**src/rtl/audio_pkg.sv**
```systemverilog
// Shared audio definitions used by the PWM output stage and the tone/oscillator sources.
package audio_pkg;

  localparam int SAMPLE_W = 16;

  typedef enum logic {OFF, RUN} pwm_state_e;

  // Signed two's-complement to offset binary: flipping the MSB maps -32768..32767 onto 0..65535.
  function automatic logic [SAMPLE_W-1:0] to_offset(input logic signed [SAMPLE_W-1:0] sample);
    return $unsigned(sample) ^ {1'b1, {(SAMPLE_W-1){1'b0}}};
  endfunction

  function automatic logic [SAMPLE_W-1:0] midscale(input int bits);
    return SAMPLE_W'(1) << (bits - 1);
  endfunction

endpackage

```
**src/rtl/audio_pwm_out_if.sv**
```systemverilog
// Sample stream from a PCM producer into the PWM output stage.
interface audio_pwm_out_if;
  import audio_pkg::*;

  logic signed [SAMPLE_W-1:0] sample_in;
  logic                       sample_valid;
  logic                       sample_ready;

  modport master (output sample_in, output sample_valid, input sample_ready);
  modport slave  (input sample_in, input sample_valid, output sample_ready);

endinterface

```
**src/rtl/audio_pwm_counter.sv**
```systemverilog
// Frame counter and registered PWM comparator; frame_tick marks the last clock of each frame.
module audio_pwm_counter #(
  parameter int PWM_BITS = 8
) (
  input  logic                clk,
  input  logic                rst,
  input  logic                run,
  input  logic [PWM_BITS-1:0] duty,
  output logic                frame_tick,
  output logic                pwm_out
);

  logic [PWM_BITS-1:0] cnt;

  assign frame_tick = run && (&cnt);

  // The compare at cnt == max can never be true, so a full-scale duty still drops low one clock per frame.
  always_ff @(posedge clk or posedge rst) begin
    if (rst) begin
      cnt     <= '0;
      pwm_out <= 1'b0;
    end else begin
      cnt     <= run ? cnt + PWM_BITS'(1) : '0;
      pwm_out <= run && (cnt < duty);
    end
  end

endmodule

```
**src/rtl/audio_pwm_out.sv**
```systemverilog
// PCM-to-PWM output stage: one-entry sample holding register, per-frame duty update, amp shutdown, underrun flag.
module audio_pwm_out
  import audio_pkg::*;
#(
  parameter int PWM_BITS = 8
) (
  input  logic             clk,
  input  logic             rst,
  input  logic             en,
  audio_pwm_out_if.slave   smp,
  input  logic             underrun_clr,
  output logic             pwm_out,
  output logic             sd_n,
  output logic             frame_tick,
  output logic             underrun
);

  localparam logic [PWM_BITS-1:0] MID = PWM_BITS'(midscale(PWM_BITS));

  pwm_state_e          state, state_next;
  logic                run;
  logic                hold_full;
  logic [PWM_BITS-1:0] hold_duty;
  logic [PWM_BITS-1:0] duty;
  logic [PWM_BITS-1:0] sample_duty;
  logic                accept;
  logic                load;

  always_ff @(posedge clk or posedge rst) begin
    if (rst) state <= OFF;
    else     state <= state_next;
  end

  always_comb begin
    state_next = state;
    run        = 1'b0;
    case (state)
      OFF: begin
        if (en) state_next = RUN;
      end
      RUN: begin
        run = 1'b1;
        if (!en) state_next = OFF;
      end
      default: state_next = OFF;
    endcase
  end

  assign sd_n             = run;
  assign smp.sample_ready = ~hold_full;
  assign accept           = smp.sample_valid && !hold_full;
  assign load             = frame_tick && hold_full;
  assign sample_duty      = PWM_BITS'(to_offset(smp.sample_in) >> (SAMPLE_W - PWM_BITS));

  // A sample arriving on the boundary cycle lands in the hold and waits for the next boundary.
  always_ff @(posedge clk or posedge rst) begin
    if (rst) begin
      hold_full <= 1'b0;
      hold_duty <= '0;
    end else if (load) begin
      hold_full <= 1'b0;
    end else if (accept) begin
      hold_full <= 1'b1;
      hold_duty <= sample_duty;
    end
  end

  always_ff @(posedge clk or posedge rst) begin
    if (rst)       duty <= MID;
    else if (!run) duty <= MID;
    else if (load) duty <= hold_duty;
  end

  always_ff @(posedge clk or posedge rst) begin
    if (rst)                          underrun <= 1'b0;
    else if (frame_tick && !hold_full) underrun <= 1'b1;
    else if (underrun_clr)            underrun <= 1'b0;
  end

  audio_pwm_counter #(.PWM_BITS(PWM_BITS)) u_counter (
    .clk        (clk),
    .rst        (rst),
    .run        (run),
    .duty       (duty),
    .frame_tick (frame_tick),
    .pwm_out    (pwm_out)
  );

endmodule

```
**src/flat_wrapper.sv**
```systemverilog
// flat-port wrapper written by rule: the top's interface ports become plain ports
module audio_pwm_out_flat import audio_pkg::*;
#(
  parameter int PWM_BITS = 8
)
  (clk, rst, en, underrun_clr, pwm_out, sd_n, frame_tick, underrun, smp_sample_in, smp_sample_valid, smp_sample_ready);
  audio_pwm_out_if smp_i ();
  input  logic clk;
  input  logic rst;
  input  logic en;
  input  logic underrun_clr;
  output logic pwm_out;
  output logic sd_n;
  output logic frame_tick;
  output logic underrun;
  input wire logic [$bits(smp_i.sample_in)-1:0] smp_sample_in;
  input wire logic [$bits(smp_i.sample_valid)-1:0] smp_sample_valid;
  output wire logic [$bits(smp_i.sample_ready)-1:0] smp_sample_ready;
  assign smp_i.sample_in = smp_sample_in;
  assign smp_i.sample_valid = smp_sample_valid;
  assign smp_sample_ready = smp_i.sample_ready;
  audio_pwm_out #(.PWM_BITS(PWM_BITS)) u_core (.clk(clk), .rst(rst), .en(en), .smp(smp_i), .underrun_clr(underrun_clr), .pwm_out(pwm_out), .sd_n(sd_n), .frame_tick(frame_tick), .underrun(underrun));
endmodule
```
**config.mk**
```make
export PLATFORM = sky130hd
export DESIGN_NAME = audio_pwm_out_flat
export DESIGN_NICKNAME = d
export VERILOG_FILES = /design/src/rtl/audio_pkg.sv /design/src/rtl/audio_pwm_out_if.sv /design/src/rtl/audio_pwm_counter.sv /design/src/rtl/audio_pwm_out.sv /design/src/flat_wrapper.sv
export SDC_FILE = /design/constraint.sdc
export NUM_CORES = 1
export LEC_CHECK = 0
export CAP_MARGIN = 30
export CORE_MARGIN = 2
export CORE_UTILIZATION = 51
export CTS_CLUSTER_DIAMETER = 200
export DETAILED_ROUTE_END_ITERATION = 7
export HOLD_SLACK_MARGIN = 0.15
export MAX_ROUTING_LAYER = met4
export PLACE_DENSITY_LB_ADDON = 0.2
export SLEW_MARGIN = 20
export SYNTH_ARGS = -nofsm -noshare
export SYNTH_HDL_FRONTEND = slang
export SYNTH_HIERARCHICAL = 1
export SYNTH_SLANG_ARGS = --single-unit
export TNS_END_PERCENT = 10
```
**constraint.sdc**
```tcl
create_clock -name clk -period 1.6 [get_ports clk]
set_input_delay 0.32 -clock clk [delete_from_list [all_inputs] [get_ports clk]]
set_output_delay 0.32 -clock clk [all_outputs]
set_load 0.005 [all_outputs]
```
==> flow_summary.toml <==
[yosys]
synth_common_cells = "dfrtp_1, inv_1, nand2_1"
synth-seq-cells = 28
ys_seq_area_share_pct = 50.5
synth.net_count = 153
synth_top_area_cell = "dfrtp_1"
yosysWarnings = 6
post_synth_num_cell_types = 33
synth-edff-count = 0
synth_top_flop_cell = "dfrtp_1"
synthArstFlopShare_pct = 100
synthTopCellsByArea = "dfrtp_1, mux2_4, ha_1"
syn_avg_cell_area_um2 = 11.2
syn_area_um2 = 1390
yosysMostFrequentCell = "dfrtp_1"
synthCells = 124
synth_top_area_share_pct = 48.6

[setup_path]
r2r-start = "u_core/u_counter/cnt[2]$_DFF_PP0_"
critPathLaunch = "u_core/u_counter/cnt[1]$_DFF_PP0_"
cp-end-kind = "output port"
cp_max_fo = 3
path_class = "reg2out"
r2r_end = "u_core/u_counter/pwm_out$_DFF_PP0_"
required_ns = 1.28
reg2reg_setup_slack_ns = 0.01
cp-start-kind = "flip-flop"
worstRegToRegCells = 5
arrival_ns = 1.32

[pwr]
peakVddDrop_mv = 0.745
power.switching_w = 0.000367
internal-power_w = 0.00123
pwr-share-seq_pct = 53.5
power_w = 0.00159
power.density_nw_per_um2 = 882
clkPwrFrac_pct = 29.4
p_sw_share_pct = 23.0
combPwrFrac_pct = 17.1
leakagePower_nw = 0.839

[placement]
place_worst_setup_slack_ns = -0.150
portBuffers = 17
dp_hpwl_um = 1990
post-place-cells = 181
place.gp.congestion = 0.818

[floorplanning]
core_area_um2 = 2520
die_height_um = 56.2
num_rows = 18
dieArea_um2 = 3160
ios = 26
initial_core_util_pct = 55.1
die_w_um = 56.2

[routing]
drc_errors = 0
wl_per_cell_um = 15.0
dr.pass1.iters = 4
drt_iter0_markers = 32
ant_nets = 0
via_per_inst = 5.57
vias = 1053
wirelength_um = 2840

[sta]
tightestPinTransition_ns = 0.349
skew_ns = 0.00518
finalCritPeriodShare_pct = 102
fmax_ghz = 0.611
rsz0062_at_grt = "yes"
setup_tns_ns = -0.0361
report.final.slew_viol_count = 0
setup_viol = 1
layout_setup_ws_ns = -0.0361
hold_violations = 0
maxSlewHeadroom_pct = 76.7
finalCriticalPeriod_ns = 1.64

[global_routing]
antenna_found_initial = 0
grt_pass1_wl_um = 4840
grtUsageTotal_pct = 19.9
grt_max_degree = 20
grt_pass1_vias = 1070
grt_overflow = 0

[clock_tree]
cts_root_buffer = "clkbuf_4"
clk_pin_slew_ns = 0.15
cts_tree = "yes"
clockBufferDepth = 2
clk_latency_ns = 0.33
cts.sinks = 28
htree_levels = 1
cts_buffers = 3

[cells_and_area]
drive_gt1_share_pct = 30.2
finish.utilization_pct = 71.6
area_delta_synth_final_pct = 30.0
nets = 189
num_antenna_cells = 0
instances_no_fill = 189

[outcome]
outcome = "complete, but fails checks"
violations = "setup timing"

[min_path]
min_path_type = "in2async"

[run]
maxCapViolations = 0
[how the worst max path moves through the flow]
stage                                                    end  slack [ns]  cells after the start
after floorplan                   u_core/duty[0]$_DFFE_PP0P_        0.02                      7
after global placement                            frame_tick       -0.12                      4
after detailed placement                          frame_tick       -0.15                      4
after CTS                 u_core/u_counter/pwm_out$_DFF_PP0_     -0.0006                      6
after global routing                              frame_tick       -0.12                      4
final                                             frame_tick       -0.04                      4
[registers in the layout, summed over array words and instances, names as in the netlist]
register	cells
u_core/hold_duty	8
u_core/u_counter/pwm_out	1
u_core/underrun	1
u_core/u_counter/cnt	8
u_core/hold_full	1
u_core/duty	8
u_core/state	1
[area by class of cell]
| type | instances | area (µm²) |
|---|---|---|
| clock inverters | 1 | 30.0 |
| inverters | 15 | 56.3 |
| flip-flops and latches | 28 | 702 |
| multi-input cells | 76 | 646 |
| repair buffers | 36 | 313 |
| clock buffers | 3 | 22.5 |
| fillers | 191 | 716 |
| well taps | 30 | 37.5 |
[repair_timing]
action,CTS,global route
gates resized for setup,11,6
endpoints found under the setup margin,4,2
setup buffers,5,0
hold buffers,0,0
pin swaps,4,6
[through the flow]
| stage | hold WS [ns] | instance area [µm²] |
|---|---|---|
| after floorplan | 0.148 | 1390 |
| after global placement | 0.498 | 1670 |
| after detailed placement | 0.502 | 1670 |
| after CTS | 0.259 | 1770 |
| after global routing | 0.287 | 1810 |
| final | 0.251 | 1810 |
[placed cells by master, fill, tap and decap left out, drive strengths merged, types with 4 or more instances in the layout]
| master | netlist | final |
|---|---|---|
| dfrtp | 27 | 27 |
| clkdlybuf4s50 | 0 | 14 |
| a21oi | 4 | 4 |
| nand3 | 4 | 4 |
| ha | 8 | 8 |
| nand4 | 8 | 8 |
| mux2 | 7 | 7 |
| inv | 15 | 15 |
| buf | 5 | 20 |
| o21ai | 11 | 11 |
| nor2 | 4 | 4 |
| nand2 | 10 | 10 |
[per-layer routing]
layer	track usage [%]	up-vias	wire, µm
li1	-	504	-
met1	25.6	528	1240
met2	32.4	17	1450
met3	3.02	4	98
met4	6.12	0	40
met5	-	-	0
[critical path, stage by stage, from the launching register on]
cell and delay [ns]:
dfrtp_1 0.44, ha_4 0.17, nand2_4 0.06, nor3_4 0.18, buf_2 0.14
[power by group through the flow]
stage	combinational [W]	sequential, W	clock, W
2_1_floorplan	0.000163	0.000851	0
3_3_place_gp	0.000240	0.000861	0
3_5_place_dp	0.000248	0.000865	0
4_1_cts	0.000268	0.000849	0.000482
5_1_grt	0.000299	0.000862	0.000508
6_report	0.000272	0.000853	0.000468
[cell families after synthesis]
group / count (synthesis) / share of synthesized area [%]
xor+xnor: 3 / 1.89
fa+ha+maj: 8 / 7.20
buf+inv: 20 / 6.93
mux: 8 / 8.28
flops: 28 / 50.5
simple gates: 35 / 13.4
compound gates: 22 / 11.8
(Power assumes the default switching activity.)
